$ cat config.mk
export PLATFORM = sky130hd
export DESIGN_NAME = sc_reg_ir_queue_flat
export DESIGN_NICKNAME = d
export VERILOG_FILES = /design/src/rtl/sc_ir_pkg.sv /design/src/rtl/sc_reg_ir_queue_if.sv /design/src/rtl/sc_ir_fifo.sv /design/src/rtl/sc_reg_ir_queue.sv /design/src/flat_wrapper.sv
export SDC_FILE = /design/constraint.sdc
export NUM_CORES = 1
export LEC_CHECK = 0
export CAP_MARGIN = 20
export CORE_MARGIN = 3
export CORE_UTILIZATION = 50
export CTS_BUF_LIST = sky130_fd_sc_hd__clkbuf_4 sky130_fd_sc_hd__clkbuf_8
export DETAILED_ROUTE_END_ITERATION = 16
export GPL_TIMING_DRIVEN = 0
export PLACE_DENSITY = 0.82
export SLEW_MARGIN = 40
export SYNTH_ARGS = -nofsm -noshare
export SYNTH_HDL_FRONTEND = slang
export SYNTH_SLANG_ARGS = --single-unit
$ cat constraint.sdc
create_clock -name SC_RegIRQ_CLOCK_50 -period 3.2 [get_ports SC_RegIRQ_CLOCK_50]
set_clock_uncertainty 0.2 [all_clocks]
set_input_delay 0.64 -clock SC_RegIRQ_CLOCK_50 [delete_from_list [all_inputs] [get_ports SC_RegIRQ_CLOCK_50]]
set_output_delay 0.64 -clock SC_RegIRQ_CLOCK_50 [all_outputs]
set_load 0.01 [all_outputs]
$ cat src/rtl/sc_ir_pkg.sv
// Shared definitions for the SPARC-format instruction register queue:
// field positions inside the 32-bit instruction word and the OP-class encodings.
package sc_ir_pkg;

  localparam int OP_HI     = 31;
  localparam int OP_LO     = 30;
  localparam int RD_HI     = 29;
  localparam int RD_LO     = 25;
  localparam int OP2_HI    = 24;
  localparam int OP2_LO    = 22;
  localparam int OP3_HI    = 24;
  localparam int OP3_LO    = 19;
  localparam int RS1_HI    = 18;
  localparam int RS1_LO    = 14;
  localparam int BIT13     = 13;
  localparam int RS2_HI    = 4;
  localparam int RS2_LO    = 0;
  localparam int SIMM13_HI = 12;
  localparam int DISP22_HI = 21;
  localparam int DISP30_HI = 29;

  typedef enum logic [1:0] {
    OP_BRANCH = 2'b00,  // branches and SETHI
    OP_CALL   = 2'b01,
    OP_ARITH  = 2'b10,
    OP_MEM    = 2'b11
  } op_e;

  // Whether the IR currently carries an instruction or a bubble.
  typedef enum logic {
    IR_BUBBLE = 1'b0,
    IR_LIVE   = 1'b1
  } ir_state_e;

endpackage

$ cat src/rtl/sc_reg_ir_queue_if.sv
// Bus between the fetch/control side (master) and the instruction queue (slave):
// push/advance/flush requests in, IR word, decoded fields and queue status out.
interface sc_reg_ir_queue_if #(
  parameter int DATAWIDTH_BUS = 32,
  parameter int DEPTH         = 4,
  parameter int CNT_W         = $clog2(DEPTH) + 1
);

  logic                     SC_RegIRQ_Write_InHigh;
  logic [DATAWIDTH_BUS-1:0] SC_RegIRQ_DataBUS_In;
  logic                     SC_RegIRQ_Next_InHigh;
  logic                     SC_RegIRQ_Flush_InHigh;

  logic [DATAWIDTH_BUS-1:0] SC_RegIRQ_DataBUS_Out;
  logic                     SC_RegIRQ_Valid;
  logic                     SC_RegIRQ_Full;
  logic                     SC_RegIRQ_Empty;
  logic [CNT_W-1:0]         SC_RegIRQ_Count;
  logic [1:0]               SC_RegIRQ_OP;
  logic [4:0]               SC_RegIRQ_RD;
  logic [2:0]               SC_RegIRQ_OP2;
  logic [5:0]               SC_RegIRQ_OP3;
  logic [4:0]               SC_RegIRQ_RS1;
  logic                     SC_RegIRQ_BIT13;
  logic [4:0]               SC_RegIRQ_RS2;
  logic [DATAWIDTH_BUS-1:0] SC_RegIRQ_SIMM13;
  logic [DATAWIDTH_BUS-1:0] SC_RegIRQ_DISP22;
  logic [DATAWIDTH_BUS-1:0] SC_RegIRQ_DISP30;

  modport master (
    output SC_RegIRQ_Write_InHigh, SC_RegIRQ_DataBUS_In,
           SC_RegIRQ_Next_InHigh, SC_RegIRQ_Flush_InHigh,
    input  SC_RegIRQ_DataBUS_Out, SC_RegIRQ_Valid, SC_RegIRQ_Full,
           SC_RegIRQ_Empty, SC_RegIRQ_Count, SC_RegIRQ_OP, SC_RegIRQ_RD,
           SC_RegIRQ_OP2, SC_RegIRQ_OP3, SC_RegIRQ_RS1, SC_RegIRQ_BIT13,
           SC_RegIRQ_RS2, SC_RegIRQ_SIMM13, SC_RegIRQ_DISP22, SC_RegIRQ_DISP30
  );

  modport slave (
    input  SC_RegIRQ_Write_InHigh, SC_RegIRQ_DataBUS_In,
           SC_RegIRQ_Next_InHigh, SC_RegIRQ_Flush_InHigh,
    output SC_RegIRQ_DataBUS_Out, SC_RegIRQ_Valid, SC_RegIRQ_Full,
           SC_RegIRQ_Empty, SC_RegIRQ_Count, SC_RegIRQ_OP, SC_RegIRQ_RD,
           SC_RegIRQ_OP2, SC_RegIRQ_OP3, SC_RegIRQ_RS1, SC_RegIRQ_BIT13,
           SC_RegIRQ_RS2, SC_RegIRQ_SIMM13, SC_RegIRQ_DISP22, SC_RegIRQ_DISP30
  );

endinterface

$ cat src/rtl/sc_ir_fifo.sv
// DEPTH-entry prefetch queue: circular storage with wrapping pointers, occupancy
// count and flush. State changes on the falling clock edge.
module sc_ir_fifo #(
  parameter int DATAWIDTH_BUS = 32,
  parameter int DEPTH         = 4,
  parameter int CNT_W         = $clog2(DEPTH) + 1
) (
  input  logic                     clk,
  input  logic                     rst_n,
  input  logic                     flush,
  input  logic                     push,
  input  logic                     pop,
  input  logic [DATAWIDTH_BUS-1:0] wr_data,
  output logic [DATAWIDTH_BUS-1:0] rd_data,
  output logic [CNT_W-1:0]         count,
  output logic                     full,
  output logic                     empty
);

  localparam int PTR_W = $clog2(DEPTH);

  logic [DATAWIDTH_BUS-1:0] mem [DEPTH];
  logic [PTR_W-1:0]         wr_ptr;
  logic [PTR_W-1:0]         rd_ptr;
  logic                     push_ok;
  logic                     pop_ok;

  // Status comes from the registered count only, so requests never see themselves.
  assign full    = (count == CNT_W'(DEPTH));
  assign empty   = (count == '0);
  assign push_ok = push && !full && !flush;
  assign pop_ok  = pop && !empty && !flush;
  assign rd_data = mem[rd_ptr];

  // NOTE: sequential state uses non-blocking assignments so every register
  // samples pre-edge values, regardless of statement order.
  always_ff @(negedge clk or negedge rst_n) begin
    if (!rst_n) begin
      wr_ptr <= '0;
      rd_ptr <= '0;
      count  <= '0;
    end else if (flush) begin
      wr_ptr <= '0;
      rd_ptr <= '0;
      count  <= '0;
    end else begin
      // DEPTH is a power of two, so natural overflow gives the modulo wrap.
      if (push_ok) wr_ptr <= wr_ptr + PTR_W'(1);
      if (pop_ok)  rd_ptr <= rd_ptr + PTR_W'(1);
      if (push_ok && !pop_ok)      count <= count + CNT_W'(1);
      else if (pop_ok && !push_ok) count <= count - CNT_W'(1);
    end
  end

  // NOTE: the storage array is deliberately not reset; a slot is only ever read
  // after being written, and leaving it out of reset keeps it a plain RAM.
  always_ff @(negedge clk) begin
    if (push_ok) mem[wr_ptr] <= wr_data;
  end

endmodule

$ cat src/rtl/sc_reg_ir_queue.sv
// Instruction register fed by a prefetch queue: owns the IR word, its live/bubble
// state and the combinational SPARC field and immediate decode.
module sc_reg_ir_queue
  import sc_ir_pkg::*;
#(
  parameter int DATAWIDTH_BUS = 32,
  parameter int DEPTH         = 4,
  parameter int CNT_W         = $clog2(DEPTH) + 1
) (
  input  logic               SC_RegIRQ_CLOCK_50,
  input  logic               SC_RegIRQ_Reset_InLow,
  sc_reg_ir_queue_if.slave   bus
);

  logic [DATAWIDTH_BUS-1:0] ir;
  ir_state_e                ir_state;
  logic [DATAWIDTH_BUS-1:0] head;
  logic                     q_empty;

  sc_ir_fifo #(
    .DATAWIDTH_BUS (DATAWIDTH_BUS),
    .DEPTH         (DEPTH),
    .CNT_W         (CNT_W)
  ) u_fifo (
    .clk     (SC_RegIRQ_CLOCK_50),
    .rst_n   (SC_RegIRQ_Reset_InLow),
    .flush   (bus.SC_RegIRQ_Flush_InHigh),
    .push    (bus.SC_RegIRQ_Write_InHigh),
    .pop     (bus.SC_RegIRQ_Next_InHigh),
    .wr_data (bus.SC_RegIRQ_DataBUS_In),
    .rd_data (head),
    .count   (bus.SC_RegIRQ_Count),
    .full    (bus.SC_RegIRQ_Full),
    .empty   (q_empty)
  );

  assign bus.SC_RegIRQ_Empty = q_empty;

  // A Next on an empty queue yields a bubble; the old word stays visible.
  always_ff @(negedge SC_RegIRQ_CLOCK_50 or negedge SC_RegIRQ_Reset_InLow) begin
    if (!SC_RegIRQ_Reset_InLow) begin
      ir       <= '0;
      ir_state <= IR_BUBBLE;
    end else if (bus.SC_RegIRQ_Flush_InHigh) begin
      ir       <= '0;
      ir_state <= IR_BUBBLE;
    end else if (bus.SC_RegIRQ_Next_InHigh) begin
      if (!q_empty) begin
        ir       <= head;
        ir_state <= IR_LIVE;
      end else begin
        ir_state <= IR_BUBBLE;
      end
    end
  end

  assign bus.SC_RegIRQ_DataBUS_Out = ir;
  assign bus.SC_RegIRQ_Valid       = (ir_state == IR_LIVE);

  assign bus.SC_RegIRQ_OP    = ir[OP_HI:OP_LO];
  assign bus.SC_RegIRQ_RD    = ir[RD_HI:RD_LO];
  assign bus.SC_RegIRQ_OP2   = ir[OP2_HI:OP2_LO];
  assign bus.SC_RegIRQ_OP3   = ir[OP3_HI:OP3_LO];
  assign bus.SC_RegIRQ_RS1   = ir[RS1_HI:RS1_LO];
  assign bus.SC_RegIRQ_BIT13 = ir[BIT13];
  assign bus.SC_RegIRQ_RS2   = ir[RS2_HI:RS2_LO];

  assign bus.SC_RegIRQ_SIMM13 = {{(DATAWIDTH_BUS-SIMM13_HI-1){ir[SIMM13_HI]}}, ir[SIMM13_HI:0]};
  assign bus.SC_RegIRQ_DISP22 = {{(DATAWIDTH_BUS-DISP22_HI-1){ir[DISP22_HI]}}, ir[DISP22_HI:0]};
  assign bus.SC_RegIRQ_DISP30 = {{(DATAWIDTH_BUS-DISP30_HI-1){ir[DISP30_HI]}}, ir[DISP30_HI:0]};

endmodule

$ cat src/flat_wrapper.sv
// flat-port wrapper written by rule: the top's interface ports become plain ports
module sc_reg_ir_queue_flat import sc_ir_pkg::*;
#(
  parameter int DATAWIDTH_BUS = 32,
  parameter int DEPTH         = 4,
  parameter int CNT_W         = $clog2(DEPTH) + 1
)
  (SC_RegIRQ_CLOCK_50, SC_RegIRQ_Reset_InLow, bus_SC_RegIRQ_Write_InHigh, bus_SC_RegIRQ_DataBUS_In, bus_SC_RegIRQ_Next_InHigh, bus_SC_RegIRQ_Flush_InHigh, bus_SC_RegIRQ_DataBUS_Out, bus_SC_RegIRQ_Valid, bus_SC_RegIRQ_Full, bus_SC_RegIRQ_Empty, bus_SC_RegIRQ_Count, bus_SC_RegIRQ_OP, bus_SC_RegIRQ_RD, bus_SC_RegIRQ_OP2, bus_SC_RegIRQ_OP3, bus_SC_RegIRQ_RS1, bus_SC_RegIRQ_BIT13, bus_SC_RegIRQ_RS2, bus_SC_RegIRQ_SIMM13, bus_SC_RegIRQ_DISP22, bus_SC_RegIRQ_DISP30);
  sc_reg_ir_queue_if #(.DATAWIDTH_BUS(DATAWIDTH_BUS), .DEPTH(DEPTH), .CNT_W(CNT_W)) bus_i ();
  input  logic SC_RegIRQ_CLOCK_50;
  input  logic SC_RegIRQ_Reset_InLow;
  input wire logic [$bits(bus_i.SC_RegIRQ_Write_InHigh)-1:0] bus_SC_RegIRQ_Write_InHigh;
  input wire logic [$bits(bus_i.SC_RegIRQ_DataBUS_In)-1:0] bus_SC_RegIRQ_DataBUS_In;
  input wire logic [$bits(bus_i.SC_RegIRQ_Next_InHigh)-1:0] bus_SC_RegIRQ_Next_InHigh;
  input wire logic [$bits(bus_i.SC_RegIRQ_Flush_InHigh)-1:0] bus_SC_RegIRQ_Flush_InHigh;
  output wire logic [$bits(bus_i.SC_RegIRQ_DataBUS_Out)-1:0] bus_SC_RegIRQ_DataBUS_Out;
  output wire logic [$bits(bus_i.SC_RegIRQ_Valid)-1:0] bus_SC_RegIRQ_Valid;
  output wire logic [$bits(bus_i.SC_RegIRQ_Full)-1:0] bus_SC_RegIRQ_Full;
  output wire logic [$bits(bus_i.SC_RegIRQ_Empty)-1:0] bus_SC_RegIRQ_Empty;
  output wire logic [$bits(bus_i.SC_RegIRQ_Count)-1:0] bus_SC_RegIRQ_Count;
  output wire logic [$bits(bus_i.SC_RegIRQ_OP)-1:0] bus_SC_RegIRQ_OP;
  output wire logic [$bits(bus_i.SC_RegIRQ_RD)-1:0] bus_SC_RegIRQ_RD;
  output wire logic [$bits(bus_i.SC_RegIRQ_OP2)-1:0] bus_SC_RegIRQ_OP2;
  output wire logic [$bits(bus_i.SC_RegIRQ_OP3)-1:0] bus_SC_RegIRQ_OP3;
  output wire logic [$bits(bus_i.SC_RegIRQ_RS1)-1:0] bus_SC_RegIRQ_RS1;
  output wire logic [$bits(bus_i.SC_RegIRQ_BIT13)-1:0] bus_SC_RegIRQ_BIT13;
  output wire logic [$bits(bus_i.SC_RegIRQ_RS2)-1:0] bus_SC_RegIRQ_RS2;
  output wire logic [$bits(bus_i.SC_RegIRQ_SIMM13)-1:0] bus_SC_RegIRQ_SIMM13;
  output wire logic [$bits(bus_i.SC_RegIRQ_DISP22)-1:0] bus_SC_RegIRQ_DISP22;
  output wire logic [$bits(bus_i.SC_RegIRQ_DISP30)-1:0] bus_SC_RegIRQ_DISP30;
  assign bus_i.SC_RegIRQ_Write_InHigh = bus_SC_RegIRQ_Write_InHigh;
  assign bus_i.SC_RegIRQ_DataBUS_In = bus_SC_RegIRQ_DataBUS_In;
  assign bus_i.SC_RegIRQ_Next_InHigh = bus_SC_RegIRQ_Next_InHigh;
  assign bus_i.SC_RegIRQ_Flush_InHigh = bus_SC_RegIRQ_Flush_InHigh;
  assign bus_SC_RegIRQ_DataBUS_Out = bus_i.SC_RegIRQ_DataBUS_Out;
  assign bus_SC_RegIRQ_Valid = bus_i.SC_RegIRQ_Valid;
  assign bus_SC_RegIRQ_Full = bus_i.SC_RegIRQ_Full;
  assign bus_SC_RegIRQ_Empty = bus_i.SC_RegIRQ_Empty;
  assign bus_SC_RegIRQ_Count = bus_i.SC_RegIRQ_Count;
  assign bus_SC_RegIRQ_OP = bus_i.SC_RegIRQ_OP;
  assign bus_SC_RegIRQ_RD = bus_i.SC_RegIRQ_RD;
  assign bus_SC_RegIRQ_OP2 = bus_i.SC_RegIRQ_OP2;
  assign bus_SC_RegIRQ_OP3 = bus_i.SC_RegIRQ_OP3;
  assign bus_SC_RegIRQ_RS1 = bus_i.SC_RegIRQ_RS1;
  assign bus_SC_RegIRQ_BIT13 = bus_i.SC_RegIRQ_BIT13;
  assign bus_SC_RegIRQ_RS2 = bus_i.SC_RegIRQ_RS2;
  assign bus_SC_RegIRQ_SIMM13 = bus_i.SC_RegIRQ_SIMM13;
  assign bus_SC_RegIRQ_DISP22 = bus_i.SC_RegIRQ_DISP22;
  assign bus_SC_RegIRQ_DISP30 = bus_i.SC_RegIRQ_DISP30;
  sc_reg_ir_queue #(.DATAWIDTH_BUS(DATAWIDTH_BUS), .DEPTH(DEPTH), .CNT_W(CNT_W)) u_core (.SC_RegIRQ_CLOCK_50(SC_RegIRQ_CLOCK_50), .SC_RegIRQ_Reset_InLow(SC_RegIRQ_Reset_InLow), .bus(bus_i));
endmodule
# Word-level counts from Yosys, hierarchy flattened
# Memories as Yosys holds them, arrays and structs flattened.
# Cells that the tools add are included.
word_totals:
  register_bits: 40
  ram_bits: 128
  in_bits: 37
  out_inout_bits: 161
  wordCells: 44
  n_memories: 1
memory_table:
  columns: ["name", "depth", "width", "rd", "rd_ports_with_merged_regs", "wr", "line", "rtl"]
  rows:
  - ["u_core.u_fifo.mem", 4, 32, 1, 0, 1, "sc_ir_fifo.sv:22", "logic [DATAWIDTH_BUS-1:0] mem [DEPTH];"]
op_classes:
  addsub: 4
  eq_ne: 2
  n_mux: 15
  n_reduce_logical: 17
ops:
  columns: ["operator", "n"]
  rows:
  - ["$mux 32", 3]
  - ["$mux 3", 3]
  - ["$mux 2", 4]
  - ["$logic_and 1x1->1", 6]
  - ["$reduce_bool 2->1", 3]
  - ["$logic_not 1->1", 5]
  - ["$mux 1", 5]
  - ["$add 2x1->2 const B", 2]
  - ["$add 3x1->3 const B", 1]
  - ["$eq 3x3->1 const B", 1]
  - ["$logic_not 3->1", 1]
  - ["$reduce_bool 3->1", 1]
  - ["$sub 3x1->3 const B", 1]
  - ["$ne 2x2->1 const B", 1]
  - ["$reduce_and 2->1", 1]

# Longest topological paths before layout
depth:
  ltp_word: 9
  ltp_mapped: 8
  depth_no_buf: 8

# Cells and area by module
# A second synthesis with hierarchy kept.
hier_totals:
  hier_cells: 502
  hier_area_um2: 7850.0
modules_own_cells:
  columns: ["module", "instances", "cells_per_inst", "area_each_um2", "seq_area_each_um2"]
  rows:
  - ["sc_ir_fifo", 1, 231, 5166.2, 4018.9]
  - ["sc_reg_ir_queue", 1, 271, 2683.8, 825.8]

==> results.md <==
* Placed Cells at 806
* Via Count at around 6.3k
* Util after Layout at slightly above 90%
* Largest net degree at the start of global routing at 40
* Port buffer count at 196
* Io pins at roughly 200
* Most common cell in the netlist: edfxtp_1
* CTS tree: yes
* Final Worst Setup Slack at -0.764 ns
* Crit-path max FO at 5
* Multi-input logic area at 1480 µm²
* Share of the synthesized area in the top cell type at 52.6%
* Commonest cells post-synth: edfxtp_1, buf_4, dfrtn_1
* Synth Area per Inst at around 17 µm²
* Clk_lat worst skew at 0.55 ns
* Syn Nets at 470
* Cell mode on critical path: buf_6
* Synth-to-Final Area Change at 78.5%
* Status: finished, violations left
* GP Congestion at 0.713
* Post-synth ARST share at 23.8%
* Max-cap violations at 0
* Final hold violations at 0
* Syn Inst Count at ~430
* VDD IR max at 575 µV
* Initial core utilization at 51.8%
* Die height at about 130 µm
* Vias in the first global route at ~6.6k
* Failing checks: setup timing
* Synthesized flop and latch total at between 150 and 200
* Routed len/inst at ~27 µm
* Crit path max-delay family: flip-flops
* Net Sw Frac at 35.4%
* CTS clk-pin slew, worst paths at 0.07 ns
* Synth top area cells: edfxtp_1, dfrtn_1, buf_4
* Clock Power Share at 26.4%
* Final Setup Violations at 310
* Fin cells at 1139
* Nets at approximately 1000
* Deepest clock path buffer count at 2
* Max incr delay on CP at 0.61 ns
* Worst-Margin Slew at ~0.36 ns
* Lkg Pwr at 6.11 nW
* Worst setup EP type: primary output
* WS Path Type: reg -> out
* DIE WIDTH at 127 µm
* Flop pwr share at around 28%
* Mapped cell area at approximately 7300 µm²
* Ys flop type: edfxtp_1
* Total global routing overflow at 0
* Buf/Inv on CP at 4
* Int Pwr at ~0.0065 W
* CTS buffer count at 17
* CP arrival at 3.12 ns
* FF/Latch Area at 4840 µm²
* Req. time, crit path at roughly 2.4 ns
* DP Wirelength at 10300 µm
* Setup crit start kind: flip-flop
* Synth unique cells at 35
* Die area at 16100 µm²
* DRC viols at 0
* CTS Sinks at 168
* Slowest CP cell: dfrtn_1
* Pwr Density at slightly below 800 nW/µm²
* Worst path cell trace: clkbuf_16 > buf_6 > buf_6 > buf_6
* Initial antenna violation count at 1
* Initial DRC Count at 660
* H-tree depth at 4
* Pre-CTS WS at -1.32 ns
* Hold Path Class: reg -> reg
* Post-DRT Antenna Nets at 0
* EDFF count, synth at 128
* TritonRoute pass-1 iters at 5
* Number of fill cells in the layout at 417
* Yosys top cell by area: edfxtp_1
* Seq/Total Area, Yosys at 66.3%
* Sw power at 0.00356 W
* Vias/cell at approximately 5.5
* Comb pwr share at a little under half
* Share of cells above drive strength 1 at between 50% and 60%
* Unrepaired setup endpoints after global routing: yes
* Clk root buf: clkbuf_8
* Synth warnings at 0
* Post-Route WL at between 30000 and 40000 µm
* First-pass GRT wire length at 38800 µm
* Num rows at 43
* GRT Total Usage at 32.7%
* Core area at 14100 µm²
* Worst slew margin at around 76%
* Max-slew violations at 0
-- worst paths after layout --
check                                                startpoint                                   end  slack [ns]  depth (start not counted)
min in group asynchronous                 SC_RegIRQ_Reset_InLow                u_core.u_fifo.count[2]        1.28                          1
hold reg to reg                        u_core.u_fifo.mem[2][19]  u_core.bus.SC_RegIRQ_DataBUS_Out[19]        0.41                          2
setup reg to reg                         u_core.u_fifo.count[2]                u_core.u_fifo.count[1]        0.62                          9
hold / removal                         u_core.u_fifo.mem[2][19]  u_core.bus.SC_RegIRQ_DataBUS_Out[19]        0.41                          2
max in group asynchronous                 SC_RegIRQ_Reset_InLow  u_core.bus.SC_RegIRQ_DataBUS_Out[22]        1.04                          2
setup / recovery           u_core.bus.SC_RegIRQ_DataBUS_Out[12]              bus_SC_RegIRQ_SIMM13[28]       -0.76                          4
-- state kept, by name (all words and copies together) (netlist names) --
signal / flops
u_core.u_fifo.mem: 128
u_core.bus.SC_RegIRQ_Valid: 1
u_core.u_fifo.count: 3
u_core.bus.SC_RegIRQ_DataBUS_Out: 32
u_core.u_fifo.rd_ptr: 2
u_core.u_fifo.wr_ptr: 2
-- power groups by stage --
stage	clock network (W)	registers (W)	logic, W
6_report	0.00265	0.00275	0.00463
5_1_grt	0.00282	0.00276	0.00479
4_1_cts	0.00237	0.00270	0.00423
3_5_place_dp	0.000239	0.00283	0.00284
3_3_place_gp	0.000239	0.00282	0.00275
2_1_floorplan	0.000239	0.00285	0.00153
-- cells in the final DEF (no fill, tap or decap), types with 4 or more instances in the layout --
master / count
a22o_1: 32
and2_4: 9
buf_12: 16
buf_2: 12
buf_4: 67
buf_6: 375
bufinv_16: 4
clkbuf_8: 17
clkdlybuf4s50_1: 32
clkinv_4: 4
dfrtn_1: 40
edfxtp_1: 128
ha_1: 4
inv_1: 133
inv_6: 6
mux4_1: 4
mux4_2: 28
nor2_1: 4
-- worst register-to-register path, cell delays in order (launching register included) --
cell and delay (ns):
dfrtn_1 0.37, buf_6 0.14, buf_4 0.12, buf_4 0.14, o31a_1 0.29, nor3_4 0.21
fa_2 0.49, a311oi_2 0.23, o21ai_1 0.14, a221oi_2 0.26
-- logic make-up (layout without fill, tap and decap cells) --
kind of cell	after synthesis	after routing	share of synthesized area, %
buffers and inverters	147	673	14.8
and+or+nand+nor	22	26	1.64
DFF	168	168	66.3
muxes	35	35	10.5
AOI/OAI and AO/OA	46	46	5.21
other	0	1	0
xor gates and xnor gates	5	5	0.600
adders and majority gates	5	5	0.959
-- layout make-up --
class                   count  share of cell area [%]
inverters                   5                   0.144
well taps                 180                    1.73
plain buffers              87                    7.13
multi-input cells         117                    11.4
flip-flops and latches    168                    37.2
diodes                      1                  0.0192
repair buffers            421                    35.2
clock buffers              17                    1.79
clock inverters           143                    5.40
-- per-layer routing --
layer  global-route usage (%)  wire, µm  up-vias
met5                        0         0        -
li1                         -         -     2534
met4                     15.8      1890        0
met1                     35.3      9480     3091
met3                     6.69      2670      143
met2                     60.8     16300      501
-- timing repair --
action,4_1_cts,5_1_grt
resized for setup,997,82
gates cloned,6,1
hold endpoints to repair,0,0
buffers inserted,217,61
pin swaps,11,11
hold buffers,0,0
setup endpoints to repair,326,245
-- through the flow --
stage	setup TNS, ns	total power (W)	hold WS, ns	instance area (µm²)
2_1_floorplan	-78.43	0.00462	0.302	7480
3_3_place_gp	-279.12	0.00582	0.301	9670
3_5_place_dp	-224.25	0.00591	0.311	9700
4_1_cts	-77.23	0.00930	0.353	12800
5_1_grt	-98.12	0.0104	0.427	13000
6_report	-94.35	0.0100	0.408	13000
Note: power is estimated with default switching activity, not from simulation.
